<file path="src/rtl/truth_table_sweeper_pkg.sv">
// Shared types and sizes for the truth-table sweeper: sweep FSM states,
// vector width and the width of the settle counter and the mismatch counter.
package truth_table_sweeper_pkg;

    localparam int VEC_W   = 3;
    localparam int NUM_VEC = 8;
    localparam int CNT_W   = 4;

    typedef enum logic [1:0] {
        IDLE   = 2'd0,
        HOLD   = 2'd1,
        SAMPLE = 2'd2,
        DONE   = 2'd3
    } state_t;

endpackage

</file>
<file path="src/rtl/truth_table_sweeper_settle_timer.sv">
// Settle counter: counts cycles while enabled and flags the last settle cycle.
// A LIMIT of zero means no settle time, so the terminal flag is always high.
module truth_table_sweeper_settle_timer
    import truth_table_sweeper_pkg::*;
#(
    parameter int LIMIT = 2
) (
    input  logic clk,
    input  logic rst_n,
    input  logic i_clr,
    input  logic i_en,
    output logic o_tc
);

    localparam logic [CNT_W-1:0] TC_VAL = (LIMIT == 0) ? '0 : CNT_W'(LIMIT - 1);

    logic [CNT_W-1:0] r_count;

    always_ff @(posedge clk or negedge rst_n) begin
        if (!rst_n) begin
            r_count <= '0;
        end else if (i_clr) begin
            r_count <= '0;
        end else if (i_en) begin
            r_count <= r_count + 1'b1;
        end
    end

    assign o_tc = (LIMIT == 0) ? 1'b1 : (r_count == TC_VAL);

endmodule

</file>
<file path="src/rtl/truth_table_sweeper.sv">
// Drives all eight {A,B,C} vectors into a 3-input combinational stage, samples
// its F output after a settle time and scores it against an expected truth table.
module truth_table_sweeper
    import truth_table_sweeper_pkg::*;
#(
    parameter logic [NUM_VEC-1:0] EXPECTED      = 8'h10,
    parameter int                 SETTLE_CYCLES = 2
) (
    input  logic             clk,
    input  logic             rst_n,
    input  logic             start,
    input  logic             abort,
    input  logic             f_in,
    output logic             a_out,
    output logic             b_out,
    output logic             c_out,
    output logic             busy,
    output logic             done,
    output logic             pass,
    output logic [CNT_W-1:0] fail_count,
    output logic             first_fail_valid,
    output logic [VEC_W-1:0] first_fail_vec,
    output state_t           dbg_state
);

    localparam state_t           FIRST_ST = (SETTLE_CYCLES == 0) ? SAMPLE : HOLD;
    localparam logic [CNT_W-1:0] FAIL_MAX = CNT_W'(NUM_VEC);
    localparam logic [VEC_W-1:0] VEC_LAST = VEC_W'(NUM_VEC - 1);

    state_t           r_state;
    logic [VEC_W-1:0] r_vec;
    logic             r_done;
    logic             r_pass;
    logic [CNT_W-1:0] r_fail_count;
    logic             r_ffv;
    logic [VEC_W-1:0] r_ffvec;

    state_t           w_state_nxt;
    logic [VEC_W-1:0] w_vec_nxt;
    logic             w_done_nxt;
    logic             w_pass_nxt;
    logic [CNT_W-1:0] w_fail_nxt;
    logic             w_ffv_nxt;
    logic [VEC_W-1:0] w_ffvec_nxt;
    logic             w_timer_clr;
    logic             w_timer_en;
    logic             w_timer_tc;
    logic             w_mismatch;
    logic             w_busy;

    truth_table_sweeper_settle_timer #(
        .LIMIT (SETTLE_CYCLES)
    ) u_settle_timer (
        .clk   (clk),
        .rst_n (rst_n),
        .i_clr (w_timer_clr),
        .i_en  (w_timer_en),
        .o_tc  (w_timer_tc)
    );

    assign w_mismatch = (f_in != EXPECTED[r_vec]);

    always_ff @(posedge clk or negedge rst_n) begin
        if (!rst_n) begin
            r_state      <= IDLE;
            r_vec        <= '0;
            r_done       <= 1'b0;
            r_pass       <= 1'b0;
            r_fail_count <= '0;
            r_ffv        <= 1'b0;
            r_ffvec      <= '0;
        end else begin
            r_state      <= w_state_nxt;
            r_vec        <= w_vec_nxt;
            r_done       <= w_done_nxt;
            r_pass       <= w_pass_nxt;
            r_fail_count <= w_fail_nxt;
            r_ffv        <= w_ffv_nxt;
            r_ffvec      <= w_ffvec_nxt;
        end
    end

    always_comb begin
        w_state_nxt = r_state;
        w_vec_nxt   = r_vec;
        w_done_nxt  = 1'b0;
        w_pass_nxt  = r_pass;
        w_fail_nxt  = r_fail_count;
        w_ffv_nxt   = r_ffv;
        w_ffvec_nxt = r_ffvec;
        w_timer_clr = 1'b1;
        w_timer_en  = 1'b0;

        // Abort wins over start and sampling; partial results are kept for inspection.
        if (abort) begin
            w_state_nxt = IDLE;
            w_pass_nxt  = 1'b0;
        end else begin
            unique case (r_state)
                IDLE, DONE: begin
                    if (start) begin
                        w_state_nxt = FIRST_ST;
                        w_vec_nxt   = '0;
                        w_pass_nxt  = 1'b0;
                        w_fail_nxt  = '0;
                        w_ffv_nxt   = 1'b0;
                    end
                end
                HOLD: begin
                    w_timer_clr = 1'b0;
                    w_timer_en  = 1'b1;
                    if (w_timer_tc) begin
                        w_state_nxt = SAMPLE;
                    end
                end
                SAMPLE: begin
                    if (w_mismatch) begin
                        if (r_fail_count < FAIL_MAX) begin
                            w_fail_nxt = r_fail_count + 1'b1;
                        end
                        if (!r_ffv) begin
                            w_ffv_nxt   = 1'b1;
                            w_ffvec_nxt = r_vec;
                        end
                    end
                    if (r_vec == VEC_LAST) begin
                        w_state_nxt = DONE;
                        w_done_nxt  = 1'b1;
                        w_pass_nxt  = (r_fail_count == '0) && !w_mismatch;
                    end else begin
                        w_vec_nxt   = r_vec + 1'b1;
                        w_state_nxt = FIRST_ST;
                    end
                end
                default: begin
                    w_state_nxt = IDLE;
                end
            endcase
        end
    end

    // The vector is only presented while sweeping; the stage sees 000 otherwise.
    assign w_busy = (r_state == HOLD) || (r_state == SAMPLE);

    assign busy             = w_busy;
    assign a_out            = w_busy & r_vec[2];
    assign b_out            = w_busy & r_vec[1];
    assign c_out            = w_busy & r_vec[0];
    assign done             = r_done;
    assign pass             = r_pass;
    assign fail_count       = r_fail_count;
    assign first_fail_valid = r_ffv;
    assign first_fail_vec   = r_ffvec;
    assign dbg_state        = r_state;

endmodule

</file>
<file path="config.mk">
export PLATFORM = sky130hd
export DESIGN_NAME = truth_table_sweeper
export DESIGN_NICKNAME = d
export VERILOG_FILES = /design/src/rtl/truth_table_sweeper_pkg.sv /design/src/rtl/truth_table_sweeper_settle_timer.sv /design/src/rtl/truth_table_sweeper.sv
export SDC_FILE = /design/constraint.sdc
export NUM_CORES = 1
export LEC_CHECK = 0
export BUFFER_PORTS_ARGS = -buffer_cell sky130_fd_sc_hd__buf_2
export CORE_UTILIZATION = 25
export CTS_CLUSTER_SIZE = 30
export DETAILED_ROUTE_END_ITERATION = 10
export PLACE_DENSITY = 0.54
export SYNTH_ARGS = -nofsm -noshare
export SYNTH_HDL_FRONTEND = slang
export SYNTH_SLANG_ARGS = --single-unit
</file>
<file path="constraint.sdc">
create_clock -name clk -period 4.5 [get_ports clk]
set_input_delay 0.225 -clock clk [delete_from_list [all_inputs] [get_ports clk]]
set_output_delay 0.225 -clock clk [all_outputs]
set_load 0.01 [all_outputs]
</file>
# After elaboration in Yosys (flattened, before gate mapping)

Memory sizes are Yosys's and may differ from the RTL's.
Cells that the tools add are included.

Register bits after elaboration: 19
Bits in read-only memories: 8
Bits of input ports: 5
Output and inout port bits: 16
Word-level logic and storage cells: 75
Memories kept: 1

Add/subtract/negate cells: 3
$lt $le $gt $ge: 2
Equality and inequality tests: 13
Multiplexer cells: 28
Bitwise logic cells: 5
Reduce and logical (&&, ||, !) cells: 15

Memory list:

| memory           | words | bits a word | read ports | clocked after Yosys merged registers in | write ports | line                      | text |
|---|---|---|---|---|---|---|---|
| (name not given) | 8     | 1           | 1          | 0                                       | 0           | truth_table_sweeper.sv:61 | `assign w_mismatch = (f_in != EXPECTED[r_vec]);` |

Operator list:

| operator                                                             | count |
|---|---|
| 4-bit 2-to-1 mux                                                     | 5 |
| 1-bit 2-to-1 mux                                                     | 12 |
| 4-bit AND reduction                                                  | 3 |
| 4-bit by 1-bit adder with 4-bit output, second input constant        | 2 |
| 2-bit 2-to-1 mux                                                     | 4 |
| 2-bit != test, second input constant                                 | 4 |
| 4-bit one-hot mux with 2 select lines                                | 1 |
| 3-bit 2-to-1 mux                                                     | 2 |
| 3-bit != test, second input constant                                 | 2 |
| 2-bit one-hot mux with 3 select lines                                | 1 |
| 3-bit one-hot mux with 2 select lines                                | 1 |
| 5-bit AND reduction                                                  | 1 |
| 2-bit == test, second input constant                                 | 2 |
| 4-bit by 1-bit == test with 1-bit output, second input constant      | 1 |
| 4-bit logical NOT                                                    | 1 |
| 3-bit by 4-bit < comparator with 1-bit output, second input constant | 1 |
| 4-bit < comparator, second input constant                            | 1 |
| 1-bit one-hot mux with 2 select lines                                | 2 |
| 2-bit nonzero test                                                   | 2 |
| 3-bit by 1-bit adder with 3-bit output, second input constant        | 1 |
| 1-bit bitwise AND                                                    | 3 |
| 3-bit == test, second input constant                                 | 1 |
| 3-bit by 2-bit != test with 1-bit output, second input constant      | 1 |
| 3-bit AND reduction                                                  | 1 |
| other kinds (10)                                                     | 11 |

# Logic depth before layout (Yosys ltp)

Depth in word-level cells: 8
Mapped depth: 8
Depth with buffers taken out: 6

# Cells and area by module

Synthesis repeated with hierarchy kept, for this count alone.

Cells, all modules: 114
Area total of the unflattened synthesis: 1,098.6 um2

Modules (own cells, without submodules):

| module                           | times used | cells an instance | area an instance (um2) |
|---|---|---|---|
| truth_table_sweeper              | 1          | 94                | 877.1 |
| truth_table_sweeper_settle_timer | 1          | 20                | 221.5 |

# Worst setup path before layout

OpenSTA, ideal clock, no wires.

Path type: flip-flop to flip-flop
From: register r_state[0] (netlist: dbg_state[0])
To: register r_fail_count[0] (netlist: fail_count[0])
Library setup time: 0.125 ns
Data arrival time: 1.870 ns
Data required time: 4.375 ns
Path slack: 2.505 ns
Stages on the path, launching flop included: 9
Buffers on the path: 2
Clock period less this slack: 1.995 ns
Cell sequence: dfrtp_1 -> inv_1 -> ha_1 -> buf_6 -> nor2b_4 -> or3_1 -> buf_2 -> a21o_1 -> mux2_2

Word-level cells in the longest chain between the ends: 4
Elaborated cells between the ends (all ways): 10
Classes of those cells: eq/ne: 5; mux: 1; reduce/logical: 4

RTL lines:

| what                                                                        | line                      | text |
|---|---|---|
| start, declared                                                             | truth_table_sweeper.sv:30 | `state_t r_state;` |
| start signal, assigned                                                      | truth_table_sweeper.sv:73 | `r_state <= w_state_nxt;` |
| 2-bit == test / 2-bit logical NOT (equally long branches)                   | truth_table_sweeper.sv:99 | `unique case (r_state)` |
| 2-bit OR reduction                                                          | truth_table_sweeper.sv:99 |  |
| 2-bit != test (no source line) / 2-bit nonzero test (equally long branches) | -                         |  |
| 5-bit AND reduction (no source line)                                        | -                         |  |
| end signal, assigned                                                        | truth_table_sweeper.sv:77 | `r_fail_count <= w_fail_nxt;` |
| end, declared                                                               | truth_table_sweeper.sv:34 | `logic [CNT_W-1:0] r_fail_count;` |

Parallel ways exist; a longest one is shown, timed or not.
A chain may end at the register's enable or synchronous reset.

# Worst setup path in the final report

From: register r_state[0] (netlist: dbg_state[0])
To: register r_ffvec[1] (netlist: first_fail_vec[1])

Word-level cells in the longest chain between the ends: 2

RTL lines:

| what                                 | line                      | text |
|---|---|---|
| 2-bit == test                        | truth_table_sweeper.sv:99 |  |
| 4-bit AND reduction (no source line) | -                         |  |
| end signal, assigned                 | truth_table_sweeper.sv:79 | `r_ffvec <= w_ffvec_nxt;` |
| end, declared                        | truth_table_sweeper.sv:36 | `logic [VEC_W-1:0] r_ffvec;` |

Every way passes these cells.

==> impl_metrics.ini <==
[status]
outcome = finished clean

[floorplan]
die_area_mm2 = 0.004524
die_h_um = 67.26
ios = 21
start_util = 0.2624
rows = 23
die_w_um = 67.26
core_area_mm2 = 0.004058

[placement]
gp_congestion = 0.7251
numPortBuffers = 20
dp_cells = 173
dp_hpwl_um = 1672

[layout]
final_core_util = 0.3099
final_cells = 178
nNetsFinal = 144
layout_commonest_cell = buf_2
fill_cells = 425
antenna_cells = 0
areaGrowthSynthToFinish_pct = 18.10
drive_above_1_share = 0.2109
final_cell_mix = buf_2 (20), dfrtp_1 (19), inv_1 (12)

[drt]
vias = 828
drc_errors = 0
viasPerCell = 4.652
drt_wl_total_um = 2217
drt_pass1_iterations = 4
ant_nets = 0
drt_iter0_drc = 17
wire_per_inst_um = 12.46

[hold_path]
hp-class = input port to register
worstHoldStart = abort

[clock_network]
cts_tree = done
cts_setup_buffers = 0
cts_buffer_depth = 2
cts_num_sinks = 19
cts_buffers = 3
hold_buffers = 1
insertion_delay_ns = 0.25
root_buffer = clkbuf_8
ctsResizeCount = 0
clk_pin_slew_ns = 0.07
htreeDepth = 1

[worst_setup_path]
worst_path_most_repeated_cell = inv_1
cp.arrival_ns = 2.29
start_kind = register
cp_slowest_cell = or4_1
critPathMaxFanout = 13
cp_top_family = simple AND/OR/NAND/NOR gates
worstReg2RegStart = dbg_state[0]
cp-end-kind = register
critPathLaunch = dbg_state[0]
critPathBufInv = 2
critPathKind = register to register
required_ns = 4.64
slowest_delay_ns = 0.61
crit_chain = inv_1 -> ha_1 -> inv_1 -> or4_1 -> mux2_1

[pwr]
p_leak_nw = 0.6383
power_density_mw_per_mm2 = 392.1
ir_drop_mv = 0.1370

[sta]
fmax_mhz = 463.8
whs_ns = 0.2690
finalSetupTns_ns = 0
slew_violations = 0
max-slew-margin-rel = 0.6065
setup_viol = 0
hold_viol = 0
fin_crit_ns = 2.156
finClkSkew_ns = 0.003523
worst_pin_slew_ns = 0.5891
rsz0062_at_grt = no
period_share = 0.4791

[run]
cap_violations = 0

[synthesis]
yosysSeqAreaShare = 0.4465
netlist_area_mm2 = 0.001065
syn-num-nets = 122
syn_area_per_cell_um2 = 9.951
yosysWarnings = 0
synth_seq_cells = 19
synthCells = 107
synth_cell_types = 33

[global_route]
grt_pass1_vias = 766
grt_pass1_wl_um = 3525
grt_overflow = 0
grt_use_total = 0.1058
grt_max_degree = 20
antenna_found_initial = 0
[path summary, 6_finish.rpt]
kind | end | slack, ns | cells after the start
setup / recovery | first_fail_vec[1] | 2.34 | 5
hold / removal | pass | 0.27 | 2
setup reg to reg | first_fail_vec[1] | 2.34 | 5
hold reg to reg | u_settle_timer.r_count[0] | 0.49 | 1
max in group asynchronous | first_fail_valid | 3.75 | 2
min in group asynchronous | r_vec[1] | 0.44 | 2
[report_power, final]
group          switching, mW  internal (mW)
clock                 0.0552         0.0629
combinational         0.0998         0.0674
sequential            0.0182          0.190
total                  0.173          0.320
[cell families after synthesis]
| logic type | Yosys count | share of synthesized area |
|---|---|---|
| compound gates | 15 | 0.1011 |
| xor+xnor | 3 | 0.02468 |
| fa+ha+maj | 10 | 0.1175 |
| buf+inv | 16 | 0.06580 |
| flops | 19 | 0.4465 |
| mux | 5 | 0.05170 |
| simple gates | 39 | 0.1927 |
[per-layer routing]
layer | up-vias | global-route usage | share of wire
met1 | 399 | 0.1366 | 0.46
li1 | 404 | - | -
met2 | 21 | 0.1675 | 0.48
met4 | 0 | 0.04787 | 0.014
met3 | 4 | 0.02365 | 0.047
met5 | - | 0 | 0
[cell usage after synthesis]
library cell / instances / share of area
dfrtp_1: 19 / 0.45
inv_1: 12 / 0.042
nor2_1: 11 / 0.039
ha_1: 10 / 0.12
nand3_1: 7 / 0.033
nor3_1: 5 / 0.023
a21oi_1: 4 / 0.019
mux2_1: 3 / 0.032
nand2_1: 3 / 0.011
o21ai_0: 3 / 0.014
or3_1: 3 / 0.018
a21o_1: 2 / 0.014
buf_2: 2 / 0.0094
nand2b_1: 2 / 0.012
nor2b_1: 2 / 0.012
xor2_1: 2 / 0.016
a2111oi_2: 1 / 0.014
a22o_1: 1 / 0.0082
buf_6: 1 / 0.011
clkbuf_1: 1 / 0.0035
mux2_2: 1 / 0.011
mux2i_1: 1 / 0.0094
nand3b_1: 1 / 0.0071
nor2b_4: 1 / 0.013
nor3b_1: 1 / 0.0071
nor4_1: 1 / 0.0059
o211ai_1: 1 / 0.0071
o22a_1: 1 / 0.0082
o2bb2ai_1: 1 / 0.0082
o31a_1: 1 / 0.0082
or2_2: 1 / 0.0059
or4_1: 1 / 0.0071
xnor2_1: 1 / 0.0082
[area by class of cell]
type	instances	area, um^2	area share
clock buffer	4	45.04	0.03582
inverter	12	45.04	0.03582
multi-input combinational	72	519.2	0.4129
sequential	19	475.5	0.3781
tap	50	62.56	0.04975
timing repair buffer	21	110.1	0.08756
[sequential cells by signal, indices dropped and copies added (netlist names)]
name,cells
fail_count,4
u_settle_timer.r_count,4
first_fail_vec,3
r_vec,3
dbg_state,2
done,1
first_fail_valid,1
pass,1
[metrics by stage]
stage	total power, mW	worst slack [ns]	instance area [um^2]
floorplan	0.3369	2.505	1065
global placement	0.3716	2.448	1202
detailed placement	0.3782	2.364	1202
CTS	0.4992	2.338	1257
global route	0.5269	2.209	1257
finish	0.4931	2.344	1257
Power figures use the tool's default switching activity.
